File: src/rtl/dice_arbiter_if.sv
// dice_arbiter_if: bundle between two players, the shared die generator and the dice_arbiter
//   btn1/btn2   : player roll-request pulses
//   roll_req    : request to die generator; roll_ack/roll_val: its answer
//   dice1/dice2 : last accepted values; rolled1/rolled2: update pulses
//   busy, err   : status; dm_valid/dm_owner: Dreimann owner; round_cnt: completed rounds
interface dice_arbiter_if;
    logic       btn1;
    logic       btn2;
    logic       roll_req;
    logic       roll_ack;
    logic [2:0] roll_val;
    logic [2:0] dice1;
    logic [2:0] dice2;
    logic       rolled1;
    logic       rolled2;
    logic       busy;
    logic       err;
    logic       dm_valid;
    logic       dm_owner;
    logic [7:0] round_cnt;
    modport slave (
        input  btn1, btn2, roll_ack, roll_val,
        output roll_req, dice1, dice2, rolled1, rolled2, busy, err, dm_valid, dm_owner, round_cnt
    );
    modport master (
        output btn1, btn2, roll_ack, roll_val,
        input  roll_req, dice1, dice2, rolled1, rolled2, busy, err, dm_valid, dm_owner, round_cnt
    );
endinterface

File: src/rtl/dice_arbiter.sv
// dice_arbiter: round-robin sharing of one die generator between two players, with rounds and Dreimann tracking
//   clk : system clock, rst : asynchronous active-high reset
//   bus : dice_arbiter_if.slave (requests in, generator handshake, results and status out)
module dice_arbiter #(
    parameter int ACK_TIMEOUT = 255
) (
    input logic           clk,
    input logic           rst,
    dice_arbiter_if.slave bus
);
    localparam logic [1:0] IDLE = 2'd0, REQ = 2'd1, UPDATE = 2'd2;
    logic [1:0] r_state;
    logic       r_pend1, r_pend2, r_done1, r_done2;
    logic       r_last, r_grant, r_req;
    logic       r_rolled1, r_rolled2, r_err, r_dm_valid, r_dm_owner;
    logic [2:0] r_dice1, r_dice2;
    logic [7:0] r_tcnt, r_round;
    logic       w_el1, w_el2, w_gnt, w_ok, w_hit, w_tmo, w_srv1, w_srv2, w_close;
    assign w_el1   = r_pend1 & ~r_done1;
    assign w_el2   = r_pend2 & ~r_done2;
    // r_last = 1 means player 2 was served last, so player 1 wins a tie
    assign w_gnt   = (w_el1 & w_el2) ? ~r_last : ~w_el1;
    assign w_hit   = (r_state == REQ) & bus.roll_ack;
    assign w_ok    = (bus.roll_val != 3'd0) & (bus.roll_val != 3'd7);
    assign w_tmo   = (r_state == REQ) & ~bus.roll_ack & (r_tcnt == 8'(ACK_TIMEOUT - 1));
    assign w_srv1  = w_hit & w_ok & ~r_grant;
    assign w_srv2  = w_hit & w_ok & r_grant;
    assign w_close = (r_state == UPDATE) & r_done1 & r_done2;
    assign bus.roll_req  = r_req;
    assign bus.dice1     = r_dice1;
    assign bus.dice2     = r_dice2;
    assign bus.rolled1   = r_rolled1;
    assign bus.rolled2   = r_rolled2;
    assign bus.err       = r_err;
    assign bus.dm_valid  = r_dm_valid;
    assign bus.dm_owner  = r_dm_owner;
    assign bus.round_cnt = r_round;
    assign bus.busy      = (r_state != IDLE) | r_pend1 | r_pend2;
    always_ff @(posedge clk or posedge rst) begin
        if (rst) begin
            r_state    <= IDLE;
            r_pend1    <= 1'b0;
            r_pend2    <= 1'b0;
            r_done1    <= 1'b0;
            r_done2    <= 1'b0;
            r_last     <= 1'b1;
            r_grant    <= 1'b0;
            r_req      <= 1'b0;
            r_rolled1  <= 1'b0;
            r_rolled2  <= 1'b0;
            r_err      <= 1'b0;
            r_dm_valid <= 1'b0;
            r_dm_owner <= 1'b0;
            r_dice1    <= 3'd0;
            r_dice2    <= 3'd0;
            r_tcnt     <= 8'd0;
            r_round    <= 8'd0;
        end else begin
            // a button pulse on the serving edge re-arms the request for the next round
            r_pend1   <= bus.btn1 | (r_pend1 & ~w_srv1);
            r_pend2   <= bus.btn2 | (r_pend2 & ~w_srv2);
            r_rolled1 <= w_srv1;
            r_rolled2 <= w_srv2;
            r_err     <= (w_hit & ~w_ok) | w_tmo;
            r_done1   <= w_close ? 1'b0 : r_done1 | w_srv1;
            r_done2   <= w_close ? 1'b0 : r_done2 | w_srv2;
            if (w_srv1) r_dice1 <= bus.roll_val;
            if (w_srv2) r_dice2 <= bus.roll_val;
            if (w_hit & w_ok) r_last <= r_grant;
            if (w_close) begin
                r_round <= r_round + 8'd1;
                if ((r_dice1 == 3'd3) ^ (r_dice2 == 3'd3)) begin
                    r_dm_valid <= 1'b1;
                    r_dm_owner <= r_dice2 == 3'd3;
                end
            end
            case (r_state)
                IDLE: if (w_el1 | w_el2) begin
                    r_state <= REQ;
                    r_req   <= 1'b1;
                    r_grant <= w_gnt;
                    r_tcnt  <= 8'd0;
                end
                REQ: if (bus.roll_ack | w_tmo) begin
                    r_req   <= 1'b0;
                    r_state <= (bus.roll_ack & w_ok) ? UPDATE : IDLE;
                end else begin
                    r_tcnt <= r_tcnt + 8'd1;
                end
                default: r_state <= IDLE;
            endcase
        end
    end
endmodule

File: src/flat_wrapper.sv
// flat-port wrapper written by rule: the top's interface ports become plain ports
module dice_arbiter_flat 
#(
    parameter int ACK_TIMEOUT = 255
)
  (clk, rst, bus_btn1, bus_btn2, bus_roll_ack, bus_roll_val, bus_roll_req, bus_dice1, bus_dice2, bus_rolled1, bus_rolled2, bus_busy, bus_err, bus_dm_valid, bus_dm_owner, bus_round_cnt);
  dice_arbiter_if bus_i ();
  input logic clk;
  input logic rst;
  input wire logic [$bits(bus_i.btn1)-1:0] bus_btn1;
  input wire logic [$bits(bus_i.btn2)-1:0] bus_btn2;
  input wire logic [$bits(bus_i.roll_ack)-1:0] bus_roll_ack;
  input wire logic [$bits(bus_i.roll_val)-1:0] bus_roll_val;
  output wire logic [$bits(bus_i.roll_req)-1:0] bus_roll_req;
  output wire logic [$bits(bus_i.dice1)-1:0] bus_dice1;
  output wire logic [$bits(bus_i.dice2)-1:0] bus_dice2;
  output wire logic [$bits(bus_i.rolled1)-1:0] bus_rolled1;
  output wire logic [$bits(bus_i.rolled2)-1:0] bus_rolled2;
  output wire logic [$bits(bus_i.busy)-1:0] bus_busy;
  output wire logic [$bits(bus_i.err)-1:0] bus_err;
  output wire logic [$bits(bus_i.dm_valid)-1:0] bus_dm_valid;
  output wire logic [$bits(bus_i.dm_owner)-1:0] bus_dm_owner;
  output wire logic [$bits(bus_i.round_cnt)-1:0] bus_round_cnt;
  assign bus_i.btn1 = bus_btn1;
  assign bus_i.btn2 = bus_btn2;
  assign bus_i.roll_ack = bus_roll_ack;
  assign bus_i.roll_val = bus_roll_val;
  assign bus_roll_req = bus_i.roll_req;
  assign bus_dice1 = bus_i.dice1;
  assign bus_dice2 = bus_i.dice2;
  assign bus_rolled1 = bus_i.rolled1;
  assign bus_rolled2 = bus_i.rolled2;
  assign bus_busy = bus_i.busy;
  assign bus_err = bus_i.err;
  assign bus_dm_valid = bus_i.dm_valid;
  assign bus_dm_owner = bus_i.dm_owner;
  assign bus_round_cnt = bus_i.round_cnt;
  dice_arbiter #(.ACK_TIMEOUT(ACK_TIMEOUT)) u_core (.clk(clk), .rst(rst), .bus(bus_i));
endmodule
File: config.mk
export PLATFORM = sky130hd
export DESIGN_NAME = dice_arbiter_flat
export DESIGN_NICKNAME = d
export VERILOG_FILES = /design/src/rtl/dice_arbiter_if.sv /design/src/rtl/dice_arbiter.sv /design/src/flat_wrapper.sv
export SDC_FILE = /design/constraint.sdc
export NUM_CORES = 1
export LEC_CHECK = 0
export ABC_AREA = 1
export BUFFER_PORTS_ARGS = -buffer_cell sky130_fd_sc_hd__buf_4
export CELL_PAD_IN_SITES_DETAIL_PLACEMENT = 0
export CELL_PAD_IN_SITES_GLOBAL_PLACEMENT = 2
export CORE_ASPECT_RATIO = 0.8
export CORE_MARGIN = 1
export CORE_UTILIZATION = 33
export DETAILED_ROUTE_END_ITERATION = 12
export HOLD_SLACK_MARGIN = 0.1
export PLACE_DENSITY_LB_ADDON = 0.1
export REMOVE_ABC_BUFFERS = 1
export SLEW_MARGIN = 5
export SYNTH_ARGS = -nofsm -noshare
export SYNTH_HDL_FRONTEND = slang
export SYNTH_SLANG_ARGS = --single-unit
export TNS_END_PERCENT = 50
File: constraint.sdc
create_clock -name clk -period 1.4 [get_ports clk]
set_input_delay 0.07 -clock clk [delete_from_list [all_inputs] [get_ports clk]]
set_output_delay 0.07 -clock clk [all_outputs]
set_load 0.02 [all_outputs]
Word level (Yosys, flattened, before mapping)
Cells that the tools add are included.
Cells by class
  add/sub/neg operators: 2
  eq/ne operators: 9
  mux-type cells: 13
  bitwise operators: 35
  reductions and logical operators: 9
Operators by type and width (number)
  $add A8 B1 Y8 const B: 2
  $and A1 B1 Y1: 16
  $mux W8: 2
  $pmux W8 S2: 1
  $not A1 Y1: 9
  $or A1 B1 Y1: 9
  $eq A8 B8 Y1 const B: 1
  $eq A3 B2 Y1 const B: 2
  $mux W2: 3
  $reduce_and A2 Y1: 3
  $reduce_and A3 Y1: 2
  $mux W1: 5
  $ne A2 B2 Y1 const B: 2
  $pmux W2 S2: 1
  $reduce_bool A2 Y1: 2
  $ne A3 B3 Y1 const B: 1
  $reduce_bool A3 Y1: 1
  $eq A2 B1 Y1 const B: 1
  $eq A2 B2 Y1 const B: 1
  $logic_not A2 Y1: 1
  $ne A2 B1 Y1 const B: 1
  $pmux W1 S2: 1
  $xor A1 B1 Y1: 1
Word-level totals
  register bits after elaboration: 36
  input bits: 8
  output and inout port bits: 21

Depth between registers and ports, before layout
  word-level depth: 7
  depth in mapped cells: 8
  gate-level depth less buffers: 8

Worst setup path before layout
OpenSTA, ideal clock, no wires.
  kind: register to register
  from: register u_core.r_tcnt[0]
  to: register u_core.r_tcnt[6]
  library setup time: 0.117 ns
  arrival: 1.118 ns
  data required time: 1.283 ns
  setup slack: 0.166 ns
  cell stages (with the launch flop): 9
  buffers on the path: 0
  period minus slack after synthesis: 1.234 ns
  cells stage by stage: dfrtp_1 inv_1 ha_1 nand3_2 inv_1 a21oi_2 nor2_4 nand2_1 nand2_1
Between the ends
  longest elaborated chain between the ends: 5
  elaborated cells between the ends (all ways): 8
  classes of those cells: add/sub: 1; eq/ne: 2; mux: 2; bitwise: 2; reduce/logical: 1
RTL lines
  start: declaration: line dice_arbiter.sv:17  | logic [7:0] r_tcnt, r_round;
  start signal: assignment: line dice_arbiter.sv:88  | r_tcnt <= r_tcnt + 8'd1;
  branches (longest 5 deep; another with $add A8 B1 Y8)
Parallel ways; which one is timed is not known. The select of a mux whose other input is x is not followed.
A chain may end at the register's enable or synchronous reset.

Worst setup path after layout
  from: register u_core.r_tcnt[0]
  to: register u_core.r_tcnt[3]
The elaborated chain is that of the path after synthesis.

==> flow_metrics.env <==
export IMPL_synthFlopType="dfrtp_1"
export IMPL_clock_latency_ps=280
export IMPL_timing_fmax_ghz=0.7747
export IMPL_dpl_hpwl_um=2921
export IMPL_timing_rr_end="u_core.r_tcnt[3]"
export IMPL_relSlewSlack_pct=68.43
export IMPL_synth_top_area_cell="dfrtp_1"
export IMPL_cp_endpoint="u_core.r_tcnt[3]"
export IMPL_postSynthCellCount=217
export IMPL_critPathArrivalTime_ps=1470
export IMPL_area_growth_pct=28.02
export IMPL_portBuffers=28
export IMPL_std_cell_rows=24
export IMPL_wl_per_cell_um=11.64
export IMPL_r2r_start="u_core.r_tcnt[0]"
export IMPL_startpoint="u_core.r_tcnt[0]"
export IMPL_worstPathMaxFanout=8
export IMPL_cap_violations=0
export IMPL_antenna_found_initial=0
export IMPL_path_clk_slew_ps=70
export IMPL_end_kind="flop"
export IMPL_crit_chain="inv_1 -> ha_2 -> nand3_4 -> o21bai_4 -> nand2_4 -> nand2_1 -> nand2_1"
export IMPL_final_util_pct=43.85
export IMPL_async_flop_share_pct=100.0
export IMPL_worst_clock_skew_ps=2.923
export IMPL_cts_tree="yes"
export IMPL_reg2regPathDepth=7
export IMPL_cp_slowest_stage_delay_ps=380
export IMPL_grt_first_pass_wirelength_um=7169
export IMPL_fin_crit_sh_pct=92.21
export IMPL_chipWidth_um=85.98
export IMPL_tightest_slew_ps=473.5
export IMPL_crit_required_ps=1580
export IMPL_finalCriticalPeriod_ps=1291
export IMPL_worst_r2r_setup_slack_ps=110
export IMPL_routed_wl_um=3992
export IMPL_ys_seq_area_share_pct=48.45
export IMPL_finalWorstSetupSlack_ps=109.1
export IMPL_synth_top_area_share_pct=47.04
export IMPL_path_buf_inv=1
export IMPL_synth_edf_count=0
export IMPL_final_setup_viol_count=0
export IMPL_gr_total_overflow=0
export IMPL_grt_usage_pct=15.77
export IMPL_synth_area_sq_um=1862
export IMPL_hold_path_class="in -> reg"
export IMPL_critical_path_top_delay_family="flip-flops"
export IMPL_post_route_drc_count=0
export IMPL_p_leak_nw=1.205
export IMPL_core_area_sq_um=5435
export IMPL_ys_ff_latch=36
export IMPL_first_iter_violations=77
export IMPL_die_h_um=69.18
export IMPL_cts_root_buf="clkbuf_8"
export IMPL_holdWs_ps=224.7
export IMPL_drive_above_1_share_pct=26.04
export IMPL_ios=29
export IMPL_outcome="completed"
export IMPL_p_per_area_nw_per_um2=1613
export IMPL_crit_cells=7
export IMPL_dp_slack_ps=44.36
export IMPL_cts_buffers_inserted=5
export IMPL_synth_area_leaders="dfrtp_1 47%, nand2_1 14%, inv_1 5.6%"
export IMPL_grt_start_max_net_pins=37
export IMPL_start_util_pct=34.25
export IMPL_worstSetupPathType="reg -> reg"
export IMPL_syn_area_per_cell_sq_um=8.580
export IMPL_grt_pass1_vias=1443
export IMPL_hold_viol_final=0
export IMPL_via_per_inst=4.248
export IMPL_antenna_cells=0
export IMPL_vias=1457
export IMPL_slowest_stage="dfrtp_1"
export IMPL_final_nets=275
export IMPL_tns_ps=0
export IMPL_cts_sinks=36
export IMPL_fillers=571
export IMPL_power_total_mw=3.844
export IMPL_yosys_warnings=0
export IMPL_yosysUniqueCellTypes=35
export IMPL_drv_slew=0
export IMPL_ant_nets=0
export IMPL_htreeDepth=2
export IMPL_vdd_drop_max_mv=0.7310
export IMPL_firstDrtPassIters=4
export IMPL_place_congestion=0.7326
export IMPL_cp_start_kind="flop"
export IMPL_crit_path_frequent_cell="nand2_1"
export IMPL_cts_buffer_depth=2
export IMPL_die_area_sq_um=5948
logic make-up (layout without fill, tap and decap cells):
kind of cell	Yosys count	in the layout	synth area share, %
xor+xnor	6	6	2.823
compound gates	22	22	8.334
buf+inv	35	83	7.191
fa+ha+maj	3	3	2.016
simple gates	115	115	31.18
flops	36	36	48.45
worst register-to-register path: stages, from the launching register on:
cell and delay (ps):
dfrtp_1 380, inv_1 80, ha_2 200, nand3_4 90, o21bai_4 170, nand2_4 110, nand2_1 90, nand2_1 50
power by group:
part           internal (mW)  switching, mW
Clock                  0.402          0.363
Combinational          0.592          0.939
Sequential              1.32          0.227
cell usage in the layout (no fill, tap or decap), drive strengths merged:
cell type / instances
o31ai: 1
clkbuf: 8
nand2: 75
nor2: 16
nor3: 2
xnor2: 2
xor2: 4
a21oi: 4
nand3b: 1
dfstp: 1
clkinv: 3
dlygate4sd3: 6
inv: 32
nand4: 3
or2: 1
o21ai: 14
buf: 34
ha: 3
o32ai: 1
o21bai: 2
dfrtp: 35
nand3: 17
state kept, by name, indices dropped and copies added (netlist names), 2 cells and up:
register	count
u_core.r_state	2
u_core.r_tcnt	8
u_core.bus.dice1	3
u_core.bus.dice2	3
u_core.bus.round_cnt	8
metrics by stage:
stage | instances | instance area, sq um
2_1_floorplan | 217 | 1862
3_3_place_gp | 328 | 2207
3_5_place_dp | 328 | 2207
4_1_cts | 342 | 2357
5_1_grt | 343 | 2384
6_report | 343 | 2384
area by class of cell:
class	count	area, sq um	share of cell area (%)
repair buffers	40	315.3	13.23
well taps	78	97.59	4.094
flip-flops and latches	36	903.4	37.90
inverters	35	133.9	5.617
multi-input cells	146	843.3	35.38
clock buffers	8	90.09	3.780
how the worst min path moves through the flow:
stage	endpoint	depth (start not counted)	startpoint	slack, ps
global route	u_core.r_state[1]	5	bus_roll_ack	250
global placement	u_core.bus.round_cnt[7]	3	rst	220
floorplan	u_core.r_pend2	2	bus_btn2	170
finish	u_core.r_state[1]	5	bus_roll_ack	220
CTS	u_core.r_state[1]	5	bus_roll_ack	220
detailed placement	u_core.bus.round_cnt[7]	3	rst	230
synth_stat cells (2+ instances only):
master / n
nand2_1: 70
dfrtp_1: 35
inv_1: 28
nand3_1: 12
nor2_1: 12
o21ai_0: 6
o21ai_1: 6
xor2_1: 4
clkinv_1: 3
ha_1: 3
inv_2: 3
nand2_2: 3
nand3_2: 3
a21oi_1: 2
nand2_4: 2
nand3_4: 2
nand4_1: 2
nor2_2: 2
o21ai_2: 2
xnor2_1: 2
routing by layer:
metal	up-vias	global-route usage (%)	part of all wire, %	wire (um)
li1	771	-	-	-
met1	656	23.91	52	2086
met2	25	21.60	42	1671
met3	5	4.524	4.8	191
met4	0	4.444	1.1	42
met5	-	0	0	0
repair_timing:
action                                 in CTS  in global routing
setup endpoints to repair                   0                 12
setup buffers                               0                  1
hold buffers                                6                  0
endpoints found under the hold margin      42                  0
resized for setup                           0                  6
No activity file was read; power rests on OpenSTA's default activity.
